**src/rtl/seg7_scan_driver_if.sv**
```systemverilog
// Bus bundle between the display owner (CPU/top) and the 7-segment scan driver.
//   disp_data  : 16-bit hex value, [3:0]=digit0 (rightmost) .. [15:12]=digit3
//   point      : decimal point enables, bit i -> digit i, 1=on
//   blank      : per-digit blank, bit i=1 -> digit i dark
//   disp_load  : 1-cycle strobe capturing disp_data/point/blank into the shadow
//   blink_en   : live whole-display blink enable
//   an         : anode selects, active-low
//   seg        : segments active-low, [6:0]=gfedcba, [7]=dp
//   frame_tick : 1-cycle pulse when the digit index wraps 3->0
interface seg7_scan_driver_if;
  logic [15:0] disp_data;
  logic [3:0]  point;
  logic [3:0]  blank;
  logic        disp_load;
  logic        blink_en;
  logic [3:0]  an;
  logic [7:0]  seg;
  logic        frame_tick;

  // Display owner side
  modport master (
    output disp_data, point, blank, disp_load, blink_en,
    input  an, seg, frame_tick
  );

  // Scan driver side
  modport slave (
    input  disp_data, point, blank, disp_load, blink_en,
    output an, seg, frame_tick
  );
endinterface

```
**src/rtl/seg7_scan_driver.sv**
```systemverilog
// 4-digit multiplexed common-anode 7-segment scan driver.
// Scans digits at SCAN_DIV clocks per slot, decodes hex to segments, and
// swaps newly loaded data in only at frame boundaries so a frame never tears.
// Ports:
//   clk   : system clock, all logic on posedge
//   rst_n : synchronous active-low reset
//   bus   : seg7_scan_driver_if.slave (load inputs in, an/seg/frame_tick out)
module seg7_scan_driver #(
  parameter int unsigned SCAN_DIV     = 100000,
  parameter int unsigned BLINK_FRAMES = 64
) (
  input  logic                 clk,
  input  logic                 rst_n,
  seg7_scan_driver_if.slave    bus
);

  localparam int unsigned DIV_W = (SCAN_DIV > 1) ? $clog2(SCAN_DIV) : 1;
  localparam int unsigned BLK_W = (BLINK_FRAMES > 1) ? $clog2(BLINK_FRAMES) : 1;
  localparam logic [DIV_W-1:0] DIV_LAST = DIV_W'(SCAN_DIV - 1);
  localparam logic [BLK_W-1:0] BLK_LAST = BLK_W'(BLINK_FRAMES - 1);

  typedef struct packed {
    logic [15:0] data;
    logic [3:0]  point;
    logic [3:0]  blank;
  } disp_t;

  // Hex digit to active-low gfedcba pattern
  function automatic logic [6:0] hex7(input logic [3:0] v);
    logic [6:0] s;
    case (v)
      4'h0: s = 7'h40;
      4'h1: s = 7'h79;
      4'h2: s = 7'h24;
      4'h3: s = 7'h30;
      4'h4: s = 7'h19;
      4'h5: s = 7'h12;
      4'h6: s = 7'h02;
      4'h7: s = 7'h78;
      4'h8: s = 7'h00;
      4'h9: s = 7'h10;
      4'hA: s = 7'h08;
      4'hB: s = 7'h03;
      4'hC: s = 7'h46;
      4'hD: s = 7'h21;
      4'hE: s = 7'h06;
      default: s = 7'h0E;
    endcase
    return s;
  endfunction

  logic [DIV_W-1:0] r_div_cnt;
  logic [1:0]       r_dig_idx;
  logic [BLK_W-1:0] r_blink_cnt;
  logic             r_blink_ph;
  disp_t            r_shadow;
  disp_t            r_active;
  logic             r_pending;
  logic             r_lit;
  logic [3:0]       r_an;
  logic [7:0]       r_seg;
  logic             r_frame_tick;

  logic             w_slot_end;
  logic             w_frame_end;
  logic [1:0]       w_dig_next;
  logic             w_commit;
  disp_t            w_active_next;
  logic             w_lit_next;
  logic             w_blink_wrap;
  logic             w_ph_next;
  logic             w_dark;
  logic [3:0]       w_nibble;
  logic             w_dp_on;
  logic [3:0]       w_an_next;
  logic [7:0]       w_seg_next;

  // Slot / frame timing
  assign w_slot_end  = (r_div_cnt == DIV_LAST);
  assign w_frame_end = w_slot_end && (r_dig_idx == 2'd3);
  assign w_dig_next  = r_dig_idx + 2'd1;

  // Commit uses the shadow as it stood before this cycle's load, so a load
  // landing on the boundary waits one more frame.
  assign w_commit      = w_frame_end && r_pending;
  assign w_active_next = w_commit ? r_shadow : r_active;
  assign w_lit_next    = r_lit | w_commit;

  assign w_blink_wrap = w_frame_end && (r_blink_cnt == BLK_LAST);
  assign w_ph_next    = r_blink_ph ^ w_blink_wrap;

  // Select the digit about to be shown; outputs are loaded from these at slot end
  always_comb begin
    w_nibble = 4'h0;
    w_dp_on  = 1'b0;
    w_dark   = 1'b0;
    case (w_dig_next)
      2'd0: begin
        w_nibble = w_active_next.data[3:0];
        w_dp_on  = w_active_next.point[0];
        w_dark   = w_active_next.blank[0];
      end
      2'd1: begin
        w_nibble = w_active_next.data[7:4];
        w_dp_on  = w_active_next.point[1];
        w_dark   = w_active_next.blank[1];
      end
      2'd2: begin
        w_nibble = w_active_next.data[11:8];
        w_dp_on  = w_active_next.point[2];
        w_dark   = w_active_next.blank[2];
      end
      default: begin
        w_nibble = w_active_next.data[15:12];
        w_dp_on  = w_active_next.point[3];
        w_dark   = w_active_next.blank[3];
      end
    endcase
    if (bus.blink_en && w_ph_next) begin
      w_dark = 1'b1;
    end
  end

  // Next anode/segment pattern; segments stay dark until the first commit
  always_comb begin
    w_an_next  = 4'b1111;
    w_seg_next = 8'hFF;
    if (!w_dark) begin
      w_an_next = ~(4'b0001 << w_dig_next);
      if (w_lit_next) begin
        w_seg_next = {~w_dp_on, hex7(w_nibble)};
      end
    end
  end

  // State and registered outputs
  always_ff @(posedge clk) begin
    if (!rst_n) begin
      r_div_cnt    <= '0;
      r_dig_idx    <= 2'd0;
      r_blink_cnt  <= '0;
      r_blink_ph   <= 1'b0;
      r_shadow     <= '0;
      r_active     <= '0;
      r_pending    <= 1'b0;
      r_lit        <= 1'b0;
      r_an         <= 4'b1111;
      r_seg        <= 8'hFF;
      r_frame_tick <= 1'b0;
    end else begin
      r_div_cnt    <= w_slot_end ? '0 : r_div_cnt + DIV_W'(1);
      r_frame_tick <= w_frame_end;

      if (w_slot_end) begin
        r_dig_idx <= w_dig_next;
        r_an      <= w_an_next;
        r_seg     <= w_seg_next;
      end

      if (w_frame_end) begin
        r_blink_cnt <= w_blink_wrap ? '0 : r_blink_cnt + BLK_W'(1);
        r_blink_ph  <= w_ph_next;
        r_active    <= w_active_next;
        r_lit       <= w_lit_next;
      end

      // A new load always wins over clearing pending
      if (bus.disp_load) begin
        r_shadow  <= disp_t'{data: bus.disp_data, point: bus.point, blank: bus.blank};
        r_pending <= 1'b1;
      end else if (w_commit) begin
        r_pending <= 1'b0;
      end
    end
  end

  assign bus.an         = r_an;
  assign bus.seg        = r_seg;
  assign bus.frame_tick = r_frame_tick;

endmodule

```
**src/flat_wrapper.sv**
```systemverilog
// flat-port wrapper written by rule: the top's interface ports become plain ports
module seg7_scan_driver_flat 
#(
  parameter int unsigned SCAN_DIV     = 100000,
  parameter int unsigned BLINK_FRAMES = 64
)
  (clk, rst_n, bus_disp_data, bus_point, bus_blank, bus_disp_load, bus_blink_en, bus_an, bus_seg, bus_frame_tick);
  seg7_scan_driver_if bus_i ();
  input  logic clk;
  input  logic rst_n;
  input wire logic [$bits(bus_i.disp_data)-1:0] bus_disp_data;
  input wire logic [$bits(bus_i.point)-1:0] bus_point;
  input wire logic [$bits(bus_i.blank)-1:0] bus_blank;
  input wire logic [$bits(bus_i.disp_load)-1:0] bus_disp_load;
  input wire logic [$bits(bus_i.blink_en)-1:0] bus_blink_en;
  output wire logic [$bits(bus_i.an)-1:0] bus_an;
  output wire logic [$bits(bus_i.seg)-1:0] bus_seg;
  output wire logic [$bits(bus_i.frame_tick)-1:0] bus_frame_tick;
  assign bus_i.disp_data = bus_disp_data;
  assign bus_i.point = bus_point;
  assign bus_i.blank = bus_blank;
  assign bus_i.disp_load = bus_disp_load;
  assign bus_i.blink_en = bus_blink_en;
  assign bus_an = bus_i.an;
  assign bus_seg = bus_i.seg;
  assign bus_frame_tick = bus_i.frame_tick;
  seg7_scan_driver #(.SCAN_DIV(SCAN_DIV), .BLINK_FRAMES(BLINK_FRAMES)) u_core (.clk(clk), .rst_n(rst_n), .bus(bus_i));
endmodule
```
**config.mk**
```make
export PLATFORM = sky130hd
export DESIGN_NAME = seg7_scan_driver_flat
export DESIGN_NICKNAME = d
export VERILOG_FILES = /design/src/rtl/seg7_scan_driver_if.sv /design/src/rtl/seg7_scan_driver.sv /design/src/flat_wrapper.sv
export SDC_FILE = /design/constraint.sdc
export NUM_CORES = 1
export LEC_CHECK = 0
export ABC_AREA = 1
export ABC_CLOCK_PERIOD_IN_PS = 4800
export CAP_MARGIN = 40
export CORE_MARGIN = 1.5
export CORE_UTILIZATION = 60
export DETAILED_ROUTE_END_ITERATION = 7
export HOLD_SLACK_MARGIN = 0.05
export PLACE_DENSITY = 0.83
export SLEW_MARGIN = 10
export SYNTH_ARGS = -nofsm -noshare
export SYNTH_HDL_FRONTEND = slang
export SYNTH_SLANG_ARGS = --single-unit
```
**constraint.sdc**
```tcl
create_clock -name clk -period 4.8 [get_ports clk]
set_input_delay 0.48 -clock clk [delete_from_list [all_inputs] [get_ports clk]]
set_output_delay 0.48 -clock clk [all_outputs]
set_load 0.01 [all_outputs]
```
; Word level (Yosys, flattened, before mapping)
; Memories as Yosys holds them, arrays and structs flattened.
; Index checks and enable logic that the tools add are counted.
; W data, S select, Z words.
[word_totals]
ff_bits = 89
out_inout_bits = 13
mem_bits_ro = 112
mem_count = 1
inputBits = 28
elab_cells = 48
[memory_table]
columns = name, depth, width, rd, rd_ports_with_merged_regs, write_ports, line_no
row1 = (name not given), 16, 7, 1, 0, 0, seg7_scan_driver.sv:31  ; case (v)
[classes]
n_reduce_logical = 7
shift = 1
bitwise = 5
n_addsub = 3
mux = 11
n_eq_ne = 5
[ops]
columns = operator, count
row1 = $mux W24, 1
row2 = $add A17 B1 Y17 const B, 1
row3 = $eq A17 B17 Y1 const B, 1
row4 = $mux W8, 2
row5 = $pmux W4 S3, 1
row6 = $add A6 B1 Y6 const B, 1
row7 = $eq A6 B6 Y1 const B, 1
row8 = $mux W6, 1
row9 = $pmux W1 S3, 2
row10 = $eq A2 B2 Y1 const B, 2
row11 = $logic_and A1 B1 Y1, 4
row12 = $mux W4, 1
row13 = $not A4 Y4, 1
row14 = $shl A1 B2 Y4 const A, 1
row15 = $mux W1, 3
row16 = $add A2 B1 Y2 const B, 1
row17 = $eq A2 B1 Y1 const B, 1
row18 = $logic_not A2 Y1, 1
row19 = $not A1 Y1, 2
row20 = $reduce_bool A2 Y1, 1
row21 = $reduce_or A2 Y1, 1
row22 = $or A1 B1 Y1, 1
row23 = $xor A1 B1 Y1, 1

; Logic depth before layout (Yosys ltp)
; Gate-level depths: netlist of run 1.
[depth]
depth_word = 8
mapped_depth = 20
depth_no_buf = 19

; Worst setup path after synthesis of run 1
; No wires, ideal clock.
[synth_path]
kind = register to register
start = register u_core.r_div_cnt[0]
end = register u_core.r_seg[1], in the netlist u_core.bus.seg[1]
setup_time_ns = 0.117
synth_period_minus_slack_ns = 2.457
arrival_ns = 2.341
path_stages_with_launch = 16
required_time_ns = 4.683
path_slack_ns = 2.343
cell_sequence = dfxtp_1 > ha_1 > nand2_2 > nor2_4 > nand2_2 > nor2_4 > nand4_4 > clkbuf_1 > o211ai_1 > nand2_1 > o22ai_1 > ha_1 > nand3_1 > nor2_1 > nor2_1 > a21oi_1
[synth_via]
elab_chain_cells = 8
[synth_lines]
columns = item, line_no
row1 = start: declaration, seg7_scan_driver.sv:52  ; logic [DIV_W-1:0] r_div_cnt;
row2 = start signal: assignment, seg7_scan_driver.sv:151  ; r_div_cnt <= w_slot_end ? '0 : r_div_cnt + DIV_W'(1);
row3 = $eq A17 B17 Y1 (*), seg7_scan_driver.sv:79  ; assign w_slot_end = (r_div_cnt == DIV_LAST);
row4 = $logic_and A1 B1 Y1, seg7_scan_driver.sv:80  ; assign w_frame_end = w_slot_end && (r_dig_idx == 2'd3);
row5 = $logic_and A1 B1 Y1, seg7_scan_driver.sv:85  ; assign w_commit = w_frame_end && r_pending;
row6 = $mux W24, seg7_scan_driver.sv:86  ; assign w_active_next = w_commit ? r_shadow : r_active;
row7 = $pmux W4 S3, seg7_scan_driver.sv:97  ; case (w_dig_next)
row8 = $mem_v2 Z16 W7, n/a
row9 = $mux W8, seg7_scan_driver.sv:130  ; if (w_lit_next) begin
row10 = $mux W8, seg7_scan_driver.sv:128  ; if (!w_dark) begin
row11 = end signal: assignment, seg7_scan_driver.sv:157  ; r_seg <= w_seg_next;
row12 = end: declaration, seg7_scan_driver.sv:61  ; logic [7:0] r_seg;
; Every way passes the cells marked *; elsewhere a longest branch is shown, timed or not.
; A chain may end at the register's enable or synchronous reset.

; Worst setup path after layout of run 1
[layout_path]
start = register u_core.r_dig_idx[0]
end = register u_core.r_seg[6], in the netlist u_core.bus.seg[6]
[layout_via]
elab_chain_cells = 8
[layout_lines]
columns = item, line_no
row1 = start: declaration, seg7_scan_driver.sv:53  ; logic [1:0] r_dig_idx;
row2 = start signal: assignment, seg7_scan_driver.sv:155  ; r_dig_idx <= w_dig_next;
row3 = "parallel branches: the longest is 7 deep, another holds $mem_v2 Z16 W7", n/a
row4 = $mux W8 (*), seg7_scan_driver.sv:128
; Mark *: on every way between the ends.

==> results of run 1 <==
-- per-layer routing --
| metal | up-vias | routed length [µm] | track usage, % |
|---|---|---|---|
| met3 | 13 | 404 | 4.95 |
| met2 | 101 | 4200 | 42.5 |
| li1 | 1930 | - | - |
| met5 | - | 0 | 0 |
| met1 | 1706 | 4170 | 35.0 |
| met4 | 0 | 173 | 11.1 |
-- cells by family after synthesis --
group | synth area share, %
and+or+nand+nor | 32.7
buffers and inverters | 8.53
DFF | 42.3
AOI/OAI and AO/OA | 10.7
adders and majority gates | 3.86
xor gates and xnor gates | 1.46
muxes | 0.476
-- worst paths after layout --
path	start	end	slack [ps]	cells past startpoint
max	u_core.r_dig_idx[0]	u_core.bus.seg[6]	1630	11
max reg2reg	u_core.r_dig_idx[0]	u_core.bus.seg[6]	1630	11
min	u_core.r_shadow[1]	u_core.r_shadow[1]	470	2
min reg2reg	u_core.r_shadow[1]	u_core.r_shadow[1]	470	2
-- Yosys cell counts --
library cell	instances	share of area (%)
nand2_1	110	9.8
nand3_4	2	0.83
nor2_1	101	9.0
and3_1	1	0.15
buf_2	2	0.24
nor2b_1	1	0.15
nand2_2	6	0.89
o21ai_4	1	0.39
clkinv_1	1	0.089
buf_6	1	0.27
a211oi_1	1	0.18
nor3_1	8	0.95
nor2_4	5	1.3
nand3_1	37	4.4
ha_1	13	3.9
nor3b_1	5	0.89
nor3_2	1	0.24
nand3_2	2	0.48
a21o_1	1	0.18
o211ai_1	4	0.71
and2_1	1	0.15
nor4_1	2	0.30
nand4_4	1	0.51
a21oi_1	28	3.3
or2_1	1	0.15
o22ai_1	4	0.59
nand4_1	8	1.2
o21ai_2	1	0.21
dfxtp_1	89	42
inv_2	8	0.71
xor2_1	7	1.5
o21ai_1	2	0.24
mux2i_1	2	0.48
nor2_2	3	0.45
clkbuf_1	12	1.1
buf_1	1	0.089
inv_1	68	6.1
o21ai_0	39	4.6
nand3b_1	2	0.36
a21oi_2	1	0.21
or2_2	3	0.45
-- sequential cells by signal, indices dropped and copies added, names as in the netlist --
name	cells
u_core.bus.an	4
u_core.bus.frame_tick	1
u_core.bus.seg	8
u_core.r_active	24
u_core.r_blink_cnt	6
u_core.r_blink_ph	1
u_core.r_dig_idx	2
u_core.r_div_cnt	17
u_core.r_lit	1
u_core.r_pending	1
u_core.r_shadow	24
-- stage by stage --
stage          hold slack [ps]  instances  instance area (µm²)
2_1_floorplan              418        586                 4210
3_3_place_gp               431        707                 4670
3_5_place_dp               454        707                 4670
4_1_cts                    469        723                 4840
5_1_grt                    491        723                 4840
6_report                   469        723                 4840
-- layout make-up --
class                   instances  area [µm²]  share of cell area (%)
clock buffers                   9         124                    2.56
clock inverters                 7        52.6                    1.08
inverters                      77         289                    5.97
multi-input cells             404        2070                    42.7
flip-flops and latches         89        1780                    36.8
well taps                      96         120                    2.48
repair buffers                 41         408                    8.42
-- worst min-delay path, delay by kind of cell, from the launching register on --
family / cells / cell delay (ps)
AOI/OAI and AO/OA: 1 / 60
buffers and inverters: 1 / 60
DFF: 1 / 300
-- where the power goes --
part           internal [mW]  leakage, nW  switching [mW]  total (mW)
combinational         0.0305         1.19          0.0329      0.0634
clock                  0.190       0.0783           0.282       0.472
sequential             0.754        0.724          0.0114       0.766
==> results.md, run 1 <==
- The run finished with clean final reports.
- The post-layout minimum cycle time is between 3000 and 4000 ps.
- The worst setup path is captured at a flop.
- The count of pins over their slew limit was 0.
- Across the routed clock network, the largest skew measured is about 12 ps.
- The clock tree from TritonCTS is done.
- The power density over cell area is between 200 and 300 nW/µm².
- For this design the static power due to leakage is around 2.0 nW.
- The repair_antennas step left the layout with diodes totalling 0.
- The average detailed-routed wire length per instance is between 10 and 15 µm.
- The first-pass iteration count of the detailed router is 4.
- CTS placed an instance of clkbuf_8 at the clock tree root.
- Entering global routing, the biggest net connects 34 pins.
- The worst setup path is launched from a flop.
- The min-delay analysis places its worst path in the category reg -> reg.
- The number of buffers added for setup after CTS is 0.
- The maximum clock insertion buffer count is 2.
- The post-layout total power is between 1 and 1.5 mW.
- The total area inside the core boundary comes to 6790 µm².
- Across every metal layer, demand over resource in global routing totals about a quarter.
- The count of yosys warnings during synthesis is 0.
- The sequential fraction of the synthesis area is between 40% and 50%.
- In the synthesized netlist, the number of instances is 586.
- The detailed router's first-iteration violation count is between 200 and 250.
- In the layout the commonest cells are nand2_1, nor2_1, dfxtp_1, inv_1, clkdlybuf4s50_1.
- The relative slew slack is ~43%.
- The total number of nets in the final design is about 660.
- The number of filler instances in the final layout is 557.
- The clock reaches the later pin of the worst-skew pair after around 370 ps.
- Setup violations remaining at the end of the flow were counted as 0.
- The critical path is of the reg -> reg type.
- Counting every net in the synthesized netlist gives around 630.
- For the pin with the worst max-slew slack, the measured transition is 851 ps.
- The slowest cell on the critical path is ha_1.
- The initial antenna violation count came to 0.
- The number of rows created at floorplan is 30.
- The H-tree generated during clock tree synthesis spans 3 levels.
- The number of hold violations in the final report was 0.
- The peak clock frequency supported by timing is roughly 0.32 GHz.
- The first global-routing pass estimated 15800 µm of wire.
- The routed design has slightly below 9000 µm of wire.
- Setup repair after global routing left no endpoint under its margin.
- In the routed layout, each cell is associated on average with a via count of 5.19.
- After layout, the worst setup slack is approximately 1600 ps.
- The endpoint required time on the critical path is about 5100 ps.
- The count of unresolved DRC violations after routing is 0.
- The synthesized netlist occupies a cell area of between 4000 and 5000 µm².
- The largest single stage delay on the critical path is about 570 ps.
- The pre-CTS setup slack is between 1500 and 2000 ps.
- The highest net fanout along the worst path is 28.
- Gates resized during post-CTS repair numbered 0.
- The die width is approximately 87 µm.
- The number of buffers created by CTS is 9.
- In this run the count of I/O pins placed on the die edge is just over 40.
- Walking the worst path, the cells encountered are ha_1, nand4_4, or2_2, nand3_1, nand2_1, o22ai_1, ha_1, nand3_1, nor2_1, nor2_1, a21oi_1.
- Counting every sink on the clock net gives 89.
- The area growth from synthesis to layout is 15.1%.
- Of the available clock period, the critical path in the final layout requires about 66%.
- The average cell area after synthesis is 7.18 µm².
- The worst vdd rail ir drop is 168 µV.
- The number of synthesized register bits is around 90.
- The count of different cell masters after synthesis is 41.
- The die covers roughly 7500 µm².
- The setup TNS is 0 ps.
- After clock tree synthesis, the clock-pin slew on the worst setup and hold paths is 90 ps.
- Of the cells placed in the final design, the portion with a size suffix greater than 1 is under 10%.
- After clock tree synthesis, the flow added hold-fix buffers numbering 0.
- The HPWL after detailed placement is 6390 µm.
- Measured along the y axis, the die boundary spans around 87 µm.
- The count of nets left with antenna violations once routing finished came out at 0.
- At the end of the flow the core is filled with cells to between 70% and 80%.
- Data on the critical path arrives at its endpoint at around 3500 ps.
- Once the floorplan was initialized, standard cells occupied about three fifths of the core.
- The most common cell after layout, fill and taps aside is nand2_1.
- The family of cells with the greatest summed delay on the critical path is simple AND/OR/NAND/NOR gates.
- In this run the tool buffered the top-level ports with 40 buffer cells.
- The number of vias in the routed layout is approximately 3800.
- The count of buffering cells on the critical path with inverters included is 0.
- Summed over all layers, the global routing overflow is 0.
- The number of global-route vias before repair is about 3500.
- Max-cap violations in this run came to 0.
- At the end of routability-driven placement, the weighted congestion stood at approximately 0.94.
Power figures use the tool's default switching activity.
==> run 2, diff against run 1 <==
--- a/config.mk
+++ b/config.mk
@@ -6,13 +6,13 @@
 export NUM_CORES = 1
 export LEC_CHECK = 0
 export ABC_AREA = 1
-export ABC_CLOCK_PERIOD_IN_PS = 4800
+export ABC_CLOCK_PERIOD_IN_PS = 2600
 export CAP_MARGIN = 40
 export CORE_MARGIN = 1.5
-export CORE_UTILIZATION = 60
+export CORE_UTILIZATION = 51
 export DETAILED_ROUTE_END_ITERATION = 7
 export HOLD_SLACK_MARGIN = 0.05
-export PLACE_DENSITY = 0.83
+export PLACE_DENSITY = 0.75
 export SLEW_MARGIN = 10
 export SYNTH_ARGS = -nofsm -noshare
 export SYNTH_HDL_FRONTEND = slang
==> constraint.sdc (replaced) <==
create_clock -name clk -period 2.6 [get_ports clk]
set_input_delay 0.26 -clock clk [delete_from_list [all_inputs] [get_ports clk]]
set_output_delay 0.26 -clock clk [all_outputs]
set_load 0.01 [all_outputs]
==> results.md, run 2 (synthesis gave the netlist of run 1 again) <==
- The flow ran to the end, but the final reports show violations.
- The final reports fail on negative setup slack.
- The arrival time at the worst endpoint is 2900 ps.
- The maximum clock insertion buffer count is 2.
- The core outline area is around 8000 µm².
- The largest registers in the layout are u_core.r_active (24), u_core.r_shadow (24), u_core.r_div_cnt (17).
- Setup repair after global routing could not meet its margin everywhere.
- Prior to clock tree synthesis, the placed netlist has a worst setup slack of -65.4 ps.
- TritonCTS built the clock tree.
- In this run the worst path has a maximum fanout of 6.
- STA classifies the critical path endpoint as a flop.
- The buffer cell driving the clock tree root is clkbuf_8.
- At the later pin of the worst-skew pair, clock insertion delay measures about 360 ps.
- Static timing analysis puts the maximum clock frequency at 0.384 GHz.
- The relative slew slack is a little under three fifths.
- The startpoint type of the worst setup path is a flop.
- The setup violation total in the final timing report is 1.
- In this run the count of I/O pins placed on the die edge is 41.
- Across all register-to-register paths, the minimum setup slack is -2 ps.
- The number of routed nets with antenna violations is 0.
- At the end of the flow, the number of nets in the layout was around 680.
- Once the floorplan was initialized, standard cells occupied 53.6% of the core.
- The source of the worst register-to-register timing path is u_core.r_div_cnt[0].
- The fraction of the cycle the final worst path needs is 100%.
- The final core utilization is around two thirds.
- The library cell used most frequently in the layout, excluding fill and tap cells, is nand2_1.
- The number of buffers created by CTS is 9.
- From synthesis to final layout, the design area changed by 22.5%.
- The number of buffers added on ports is 40.
- The setup TNS is -2.37 ps.
- The clock net in this run drives a total of 89 sinks.
- The routed via count divided by cell count is 5.02.
- Across all hold checks on the routed design, the worst slack comes to between 400 and 500 ps.
- The die covers between 8000 and 9000 µm².
- The post-route clock skew is around 8.4 ps.
- The analysis attributes to cell leakage a power of approximately 2.1 nW.
- The number of hold violations in the final report is 0.
- The startpoint of the most critical setup path is u_core.r_div_cnt[0].
- The die width is between 90 and 100 µm.
- The critical path start-end classification is reg -> reg.
- The worst hold path class is reg -> reg.
- The number of levels in the clock H-tree is 3.
- For this block, the via count after detailed routing is between 3000 and 4000.
- The post-CTS clock slew at the launch and capture registers of the worst setup and hold paths is roughly 90 ps.
- The number of global-route vias before repair is ~3500.
- Across the run, the number of max-cap violations was 0.
- The total overflow left after global routing is 0.
- At the pin with the least slew margin, the transition time is ~660 ps.
- The pin count of the biggest net entering global routing is 32.
- The first global-routing pass estimated about 15000 µm of wire.
- The detailed router's first-iteration violation count is 180.
- The share of post-route cells with drive strength above 1 is approximately 15%.
- The worst path setup slack after routing is -2.37 ps.
- Summing all non-filler instances in the final layout gives an area of 5150 µm².
- The worst-case IR drop observed on VDD is 410 µV.
- 0 antenna diodes ended up in the layout.
- In this run the core area contains 32 standard-cell rows.
- The first detailed-routing pass ran for 5 iterations.
- The placed instances occupy a cell area of ~4800 µm².
- The count of unresolved DRC violations after routing is 0.
- The power density over cell area is between 400 and 500 nW/µm².
- The average detailed-routed wire length per instance is roughly 12 µm.
- The worst min-delay path startpoint is u_core.r_shadow[15].
- The height of the chip is 93.8 µm.
- The endpoint required time on the critical path is ~2900 ps.
- The count of pins over their slew limit is 0.
- At the end of routability-driven placement, the weighted congestion stood at approximately 0.92.
- For this run, the total global-route usage over all layers was measured as about 22%.
- The post-layout minimum cycle time is ~2600 ps.
- The HPWL after detailed placement is 6650 µm.
- The initial antenna violation count is 0.
- The library cells used most frequently in the layout, excluding fill and tap cells, are nand2_1, nor2_1, dfxtp_1, inv_1, clkdlybuf4s50_1.
- The final layout contains routed wiring with a total length of between 9000 and 10000 µm.
[run 2: cell count changes in the layout (fill, tap and decap cells not counted), sizes merged]
cell / delta
buf: +21
bufinv: +1
clkinv: +1
clkinvlp: -3
inv: +1
[run 2: path summary, 6_finish.rpt]
| check | endpoint | cells after the start |
|---|---|---|
| worst max-delay path | u_core.bus.seg[6] | 16 |
| worst min-delay path | u_core.r_shadow[15] | 2 |
| worst max register to register | u_core.bus.seg[6] | 16 |
| worst min register to register | u_core.r_shadow[15] | 2 |
[run 2: repair_timing]
| item | CTS | global route |
|---|---|---|
| pin swaps | 1 | 12 |
| buffers inserted | 2 | 7 |
| hold endpoints to repair | 0 | 0 |
| gates resized for setup | 4 | 27 |
| cloned | 0 | 1 |
| hold buffers | 0 | 0 |
| setup endpoints to repair | 3 | 7 |
[run 2: through the flow]
stage | power [mW] | instances
2_1_floorplan | 1.50 | 586
3_3_place_gp | 1.56 | 724
5_1_grt | 2.61 | 750
6_report | 2.51 | 750
4_1_cts | 2.52 | 742
3_5_place_dp | 1.57 | 724
[run 2: routing by layer]
layer / share of wire [%] / track usage (%) / wire, µm
met5: 0 / 0 / 0
met3: 4.0 / 5.58 / 371
met1: 47 / 28.3 / 4360
met4: 1.2 / 5.97 / 114
met2: 48 / 36.6 / 4500
[run 2: area by class of cell]
cell class	instances	area (µm²)
Clock buffer	9	124
Clock inverter	7	76.3
Fill cell	694	2690
Inverter	77	289
Multi-Input combinational cell	404	2170
Sequential cell	89	1780
Tap cell	102	128
Timing Repair Buffer	62	583
[run 2: worst max-delay path, stage by stage (launching register included)]
cell and delay, ps:
dfxtp_2 370, ha_4 160, nand2_4 60, nor2_4 140
nand2_2 80, nor2_4 140, nand4_4 150, buf_6 180
o211ai_1 170, nand2_1 110, o21ai_4 230, buf_4 160
ha_1 160, nand3_2 120, nor2_1 120, nor2_1 40
a21oi_1 120
[run 2: where the power goes]
group / leakage (nW) / switching, mW / internal, mW
Combinational: 1.30 / 0.0663 / 0.0646
Clock: 0.102 / 0.517 / 0.454
Sequential: 0.725 / 0.0189 / 1.39
Total: 2.13 / 0.603 / 1.91
